--- src/rtl/alu_arbiter_pkg.sv ---
// Shared definitions for the two-requester ALU arbiter: opcodes, FSM states, default widths.
// Latency: n/a (constants and types only).
// Backpressure: n/a.
package alu_arbiter_pkg;

  localparam int ALU_ARB_WIDTH    = 8;
  localparam int ALU_ARB_OP_WIDTH = 3;

  localparam logic [2:0] ALU_OP_ADD = 3'b001;
  localparam logic [2:0] ALU_OP_SUB = 3'b010;
  localparam logic [2:0] ALU_OP_AND = 3'b011;
  localparam logic [2:0] ALU_OP_OR  = 3'b100;
  localparam logic [2:0] ALU_OP_XOR = 3'b101;

  typedef enum logic [1:0] {
    IDLE = 2'd0,
    EXEC = 2'd1,
    RESP = 2'd2
  } state_t;

endpackage

--- src/rtl/alu_arbiter_alu.sv ---
// Combinational ALU: add/sub (modulo 2^WIDTH), and/or/xor; unknown opcodes give zero.
// Latency: 0 cycles (pure combinational).
// Backpressure: none; the caller registers the result.
module alu
  import alu_arbiter_pkg::*;
#(
  parameter int WIDTH    = ALU_ARB_WIDTH,
  parameter int OP_WIDTH = ALU_ARB_OP_WIDTH
) (
  input  logic [OP_WIDTH-1:0] op,
  input  logic [WIDTH-1:0]    a,
  input  logic [WIDTH-1:0]    b,
  output logic [WIDTH-1:0]    y
);

  // Opcode decode; carry/borrow fall off the top of the WIDTH-bit result.
  always_comb begin
    y = '0;
    case (op)
      OP_WIDTH'(ALU_OP_ADD): y = a + b;
      OP_WIDTH'(ALU_OP_SUB): y = a - b;
      OP_WIDTH'(ALU_OP_AND): y = a & b;
      OP_WIDTH'(ALU_OP_OR):  y = a | b;
      OP_WIDTH'(ALU_OP_XOR): y = a ^ b;
      default:               y = '0;
    endcase
  end

endmodule

--- src/rtl/alu_arbiter.sv ---
// Round-robin arbiter granting one of two requesters access to a shared ALU.
// Latency: response valid two cycles after the accept cycle; one op in flight, issue every 3 cycles minimum.
// Backpressure: holds in RESP with stable data until rsp_ready of the granted requester; optional rsp_err via ALU_ARBITER_ERR_EN.
module alu_arbiter
  import alu_arbiter_pkg::*;
#(
  parameter int WIDTH    = ALU_ARB_WIDTH,
  parameter int OP_WIDTH = ALU_ARB_OP_WIDTH
) (
  input  logic                clk,
  input  logic                rst,
  input  logic [1:0]          req_valid,
  output logic [1:0]          req_ready,
  input  logic [OP_WIDTH-1:0] req0_op,
  input  logic [WIDTH-1:0]    req0_a,
  input  logic [WIDTH-1:0]    req0_b,
  input  logic [OP_WIDTH-1:0] req1_op,
  input  logic [WIDTH-1:0]    req1_a,
  input  logic [WIDTH-1:0]    req1_b,
  output logic [1:0]          rsp_valid,
  input  logic [1:0]          rsp_ready,
  output logic [WIDTH-1:0]    rsp_data
`ifdef ALU_ARBITER_ERR_EN
  ,
  output logic                rsp_err
`endif
);

  state_t              state;
  state_t              state_nxt;
  logic                ptr;
  logic                gnt;
  logic                win;
  logic                xfer;
  logic [OP_WIDTH-1:0] lat_op;
  logic [WIDTH-1:0]    lat_a;
  logic [WIDTH-1:0]    lat_b;
  logic [WIDTH-1:0]    alu_y;

  alu #(
    .WIDTH    (WIDTH),
    .OP_WIDTH (OP_WIDTH)
  ) u_alu (
    .op (lat_op),
    .a  (lat_a),
    .b  (lat_b),
    .y  (alu_y)
  );

  // Winner: a lone requester wins outright; on a tie the pointer decides.
  always_comb begin
    win = 1'b0;
    if (req_valid == 2'b11) begin
      win = ptr;
    end else begin
      win = req_valid[1];
    end
  end

  // Next state and handshake outputs; ready/valid are forced low while reset is asserted.
  always_comb begin
    state_nxt = state;
    req_ready = 2'b00;
    rsp_valid = 2'b00;
    xfer      = 1'b0;
    case (state)
      IDLE: begin
        if (!rst && (req_valid != 2'b00)) begin
          req_ready = win ? 2'b10 : 2'b01;
          xfer      = 1'b1;
          state_nxt = EXEC;
        end
      end
      EXEC: begin
        state_nxt = RESP;
      end
      RESP: begin
        if (!rst) begin
          rsp_valid = gnt ? 2'b10 : 2'b01;
        end
        if (rsp_ready[gnt]) begin
          state_nxt = IDLE;
        end
      end
      default: begin
        state_nxt = IDLE;
      end
    endcase
  end

  // State register.
  always_ff @(posedge clk) begin
    if (rst) begin
      state <= IDLE;
    end else begin
      state <= state_nxt;
    end
  end

  // Capture the winning request on accept, and the ALU result during EXEC.
  always_ff @(posedge clk) begin
    if (rst) begin
      ptr      <= 1'b0;
      gnt      <= 1'b0;
      lat_op   <= '0;
      lat_a    <= '0;
      lat_b    <= '0;
      rsp_data <= '0;
    end else begin
      if (xfer) begin
        lat_op <= win ? req1_op : req0_op;
        lat_a  <= win ? req1_a  : req0_a;
        lat_b  <= win ? req1_b  : req0_b;
        gnt    <= win;
        ptr    <= ~win;
      end
      if (state == EXEC) begin
        rsp_data <= alu_y;
      end
    end
  end

`ifdef ALU_ARBITER_ERR_EN
  // Error flag: set alongside the result when the latched opcode is not one the ALU implements.
  always_ff @(posedge clk) begin
    if (rst) begin
      rsp_err <= 1'b0;
    end else if (state == EXEC) begin
      rsp_err <= !((lat_op == OP_WIDTH'(ALU_OP_ADD)) || (lat_op == OP_WIDTH'(ALU_OP_SUB)) ||
                   (lat_op == OP_WIDTH'(ALU_OP_AND)) || (lat_op == OP_WIDTH'(ALU_OP_OR))  ||
                   (lat_op == OP_WIDTH'(ALU_OP_XOR)));
    end
  end
`endif

endmodule

--- config.mk ---
export PLATFORM = sky130hd
export DESIGN_NAME = alu_arbiter
export DESIGN_NICKNAME = d
export VERILOG_FILES = /design/src/rtl/alu_arbiter_pkg.sv /design/src/rtl/alu_arbiter_alu.sv /design/src/rtl/alu_arbiter.sv
export SDC_FILE = /design/constraint.sdc
export NUM_CORES = 1
export LEC_CHECK = 0
export ABC_AREA = 1
export CORE_ASPECT_RATIO = 0.8
export CORE_MARGIN = 2
export CORE_UTILIZATION = 53
export CTS_CLUSTER_DIAMETER = 120
export DETAILED_ROUTE_END_ITERATION = 7
export GPL_ROUTABILITY_DRIVEN = 0
export GPL_TIMING_DRIVEN = 0
export PLACE_DENSITY = 0.92
export SLEW_MARGIN = 20
export SYNTH_ARGS = -nofsm -noshare
export SYNTH_HDL_FRONTEND = slang
export SYNTH_SLANG_ARGS = --single-unit
--- constraint.sdc ---
create_clock -name clk -period 3.39 [get_ports clk]
set_input_delay 0.5085 -clock clk [delete_from_list [all_inputs] [get_ports clk]]
set_output_delay 0.5085 -clock clk [all_outputs]
set_load 0.01 [all_outputs]
==> metrics.md <==
| Metric | Value |
|---|---|
| Routed WL | `6.08 mm` |
| Register area share after synthesis | `28.0%` |
| R2R Setup Slk | `0.98 ns` |
| Share of cells above drive strength 1 | `6.67%` |
| Pwr dens | `391 nW/um2` |
| Maximum capacitance violations | `0` |
| Internal power | `721 uW` |
| Average wire per standard cell | `13.6 um` |
| Die width | `76.4 um` |
| Worst Tran Pin Value | `0.450 ns` |
| Number of port buffers | `54` |
| Worst setup SP type | `input port` |
| Hold Fails Final Rpt | `0` |
| Pins Over Slew Limit | `0` |
| Cts bufs inserted | `5` |
| Clock Power Share | `25.1%` |
| Setup TNS | `0 ns` |
| Crit Path Max Fanout | `10` |
| Syn_nets | `397` |
| Initial core utilization | `54.2%` |
| Pleak | `0.00123 uW` |
| IO Count | `56` |
| Diodes inserted | `0` |
| # Post-CTS Setup Buffers | `0` |
| Clk buf depth | `2` |
| Hold Crit Class | `register to register` |
| Outcome | `finished clean` |
| Die Ht | `61.9 um` |
| Worst path cell trace | `clkdlybuf4s50_1 > nor2_1 > nor2_1 > nand2_1 > a21oi_2 > buf_2 > clkdlybuf4s50_1` |
| Grt total ovfl | `0` |
| Yosys Warn Count | `0` |
| DR vias/cell | `5.29` |
| Pin count of the biggest net entering global routing | `11` |
| Clock Sink Count | `31` |
| Placed Cells incl. Taps | `439` |
| Crit end category | `primary output` |
| Combinational group share of total power | `38.1%` |
| Hold buffer count at cts | `0` |
| Hold wc startpoint | `rsp_data[6]` |
| FP Rows | `21` |
| CP startpoint | `req_valid[1]` |
| Initial DRC count | `150` |
| Worst IR drop on VDD | `0.236 mV` |
| Critical path class | `input port to primary output` |
| Detailed-router iteration count before antenna repair | `4` |
| Area grow syn2layout | `31.4%` |
| Skew-Pair Late Insertion Delay | `0.29 ns` |
| Number of global-route vias before repair | `2122` |
| RSZ-0062 raised after global routing | `no` |
| Slowest-stage cell, CP | `clkdlybuf4s50_1` |
| Hold WS | `0.467 ns` |
| Layout fillers | `355` |
| Final setup vio count | `0` |
| Layout Cells excl Fill | `447` |
| CTS root buffer | `clkbuf_8` |
| Flop pwr share | `36.8%` |
| DRC errors left | `0` |
| Post-synthesis register bit count | `31` |
| Die ar. | `4720 um2` |
| TritonCTS clock tree | `yes` |
| Total power | `1140 uW` |
| Avg Cell Area, Syn | `6.77 um2` |
| R2R Path End | `rsp_data[5]` |
| Overall routing resource usage | `26.4%` |
| Post-CTS Resized | `0` |
| RR Startpoint | `lat_b[0]` |
| H-tree Lvls | `2` |
| Synthesized netlist cell count | `328` |
| Total net switching power | `420 uW` |
| Clock transition at path regs | `0.06 ns` |
| CP required | `2.88 ns` |
| Peak Freq | `0.345 GHz` |
| Crit path capture | `req_ready[0]` |
| Hold depth | `2` |
| Crit path DAT | `2.39 ns` |
| Switch share | `36.8%` |
| Initial antenna violation count | `0` |
| DRT antenna net count | `0` |
| Crit path largest cell delay | `0.58 ns` |
| Slew headroom | `70.0%` |
| Netlist Area Pre-Place | `2220 um2` |
| Post-layout min period | `2.90 ns` |
| Half-perimeter wire length after placement | `4.85 mm` |
| First-pass GRT wire length | `9.58 mm` |
| Core area | `4100 um2` |
| Clk_skew | `0.00655 ns` |
| Synth cell types | `32` |
| Reg2Reg Depth | `16` |
| Final nets | `458` |
| Vias | `2364` |
| Period Utilization, post-route | `85.5%` |
-- synthesized netlist by cell type, drive strengths merged --
master	instances	area share (%)
a21oi	16	4.5
a221oi	4	1.6
a31oi	19	5.4
inv	45	7.6
nand3	16	4.4
nand3b	1	0.34
dfxtp	31	28
xnor2	1	0.39
fa	1	0.90
nor2	15	2.8
o21ai	6	1.4
clkbuf	4	0.68
or2	2	0.56
nand4	4	1.1
nand2	117	20
o21bai	1	0.34
xor2	5	2.0
buf	6	1.4
o211ai	1	0.34
nor3	4	0.90
a211oi	4	1.4
ha	24	14
o2111ai	1	0.39
-- power groups by stage --
stage          combinational (uW)  sequential [uW]  clock, uW
2_1_floorplan                 290              420          0
3_3_place_gp                  405              424          0
3_5_place_dp                  426              426          0
4_1_cts                       430              419        287
5_1_grt                       486              423        304
6_report                      435              420        286
-- critical path, delay by kind of cell --
| family | cells | cell delay, ns |
|---|---|---|
| buf+inv | 3 | 1.35 |
| simple gates | 3 | 0.34 |
| compound gates | 1 | 0.19 |
-- cells in the final DEF, fill, tap and decap left out, types with 2 or more instances in the layout --
master           instances
nand2_1                114
clkdlybuf4s50_1         54
inv_1                   44
dfxtp_1                 31
ha_1                    24
a31oi_1                 19
nand3_1                 14
nor2_1                  13
a21oi_1                 13
buf_2                    6
o21ai_0                  5
xor2_1                   5
clkbuf_1                 5
clkbuf_8                 5
nor3_1                   4
a221oi_1                 4
a211oi_1                 4
nand4_1                  4
a21oi_2                  2
nor2_2                   2
nand2_2                  2
or2_2                    2
-- cell families after synthesis --
kind of cell,after synthesis,share of synthesized area (%)
flops,31,28.0
xor+xnor,6,2.37
fa+ha+maj,25,14.4
compound gates,52,15.2
buf+inv,55,9.64
simple gates,159,30.4
-- registers in the layout (all words and copies together), names as in the netlist --
name	flops
rsp_data	8
state	2
lat_b	8
lat_a	8
ptr	1
lat_op	3
gnt	1
-- through the flow --
step	utilization (%)	area [um2]	worst slack [ns]
after floorplan	-	2220	1.28
after global placement	69.1	2830	0.558
after detailed placement	69.1	2830	0.531
after CTS	71.2	2920	0.500
after global routing	71.2	2920	0.389
final	71.2	2920	0.493
-- metal layers --
layer | GRT usage, % | share of wire, % | vias up
met4 | 9.35 | 1.7 | 0
met3 | 7.37 | 8.1 | 14
met2 | 47.8 | 48 | 96
li1 | - | - | 1187
met5 | 0 | 0 | -
met1 | 31.1 | 43 | 1067
-- worst min path at each step --
| stage | end | slack (ns) |
|---|---|---|
| floorplan | ptr | 0.44 |
| global placement | rsp_data[6] | 0.45 |
| detailed placement | rsp_data[3] | 0.46 |
| CTS | rsp_data[3] | 0.47 |
| global route | rsp_data[0] | 0.49 |
| finish | rsp_data[6] | 0.47 |
-- final cells by class --
class,count,area (um2),area share [%]
Multi-Input combinational cell,242,1390,47.5
Clock inverter,2,12.5,0.429
Inverter,45,169,5.79
Buffer,10,45.0,1.54
Sequential cell,31,621,21.3
Tap cell,57,71.3,2.45
Clock buffer,6,72.6,2.49
Timing Repair Buffer,54,541,18.5
Power figures use the tool's default switching activity.
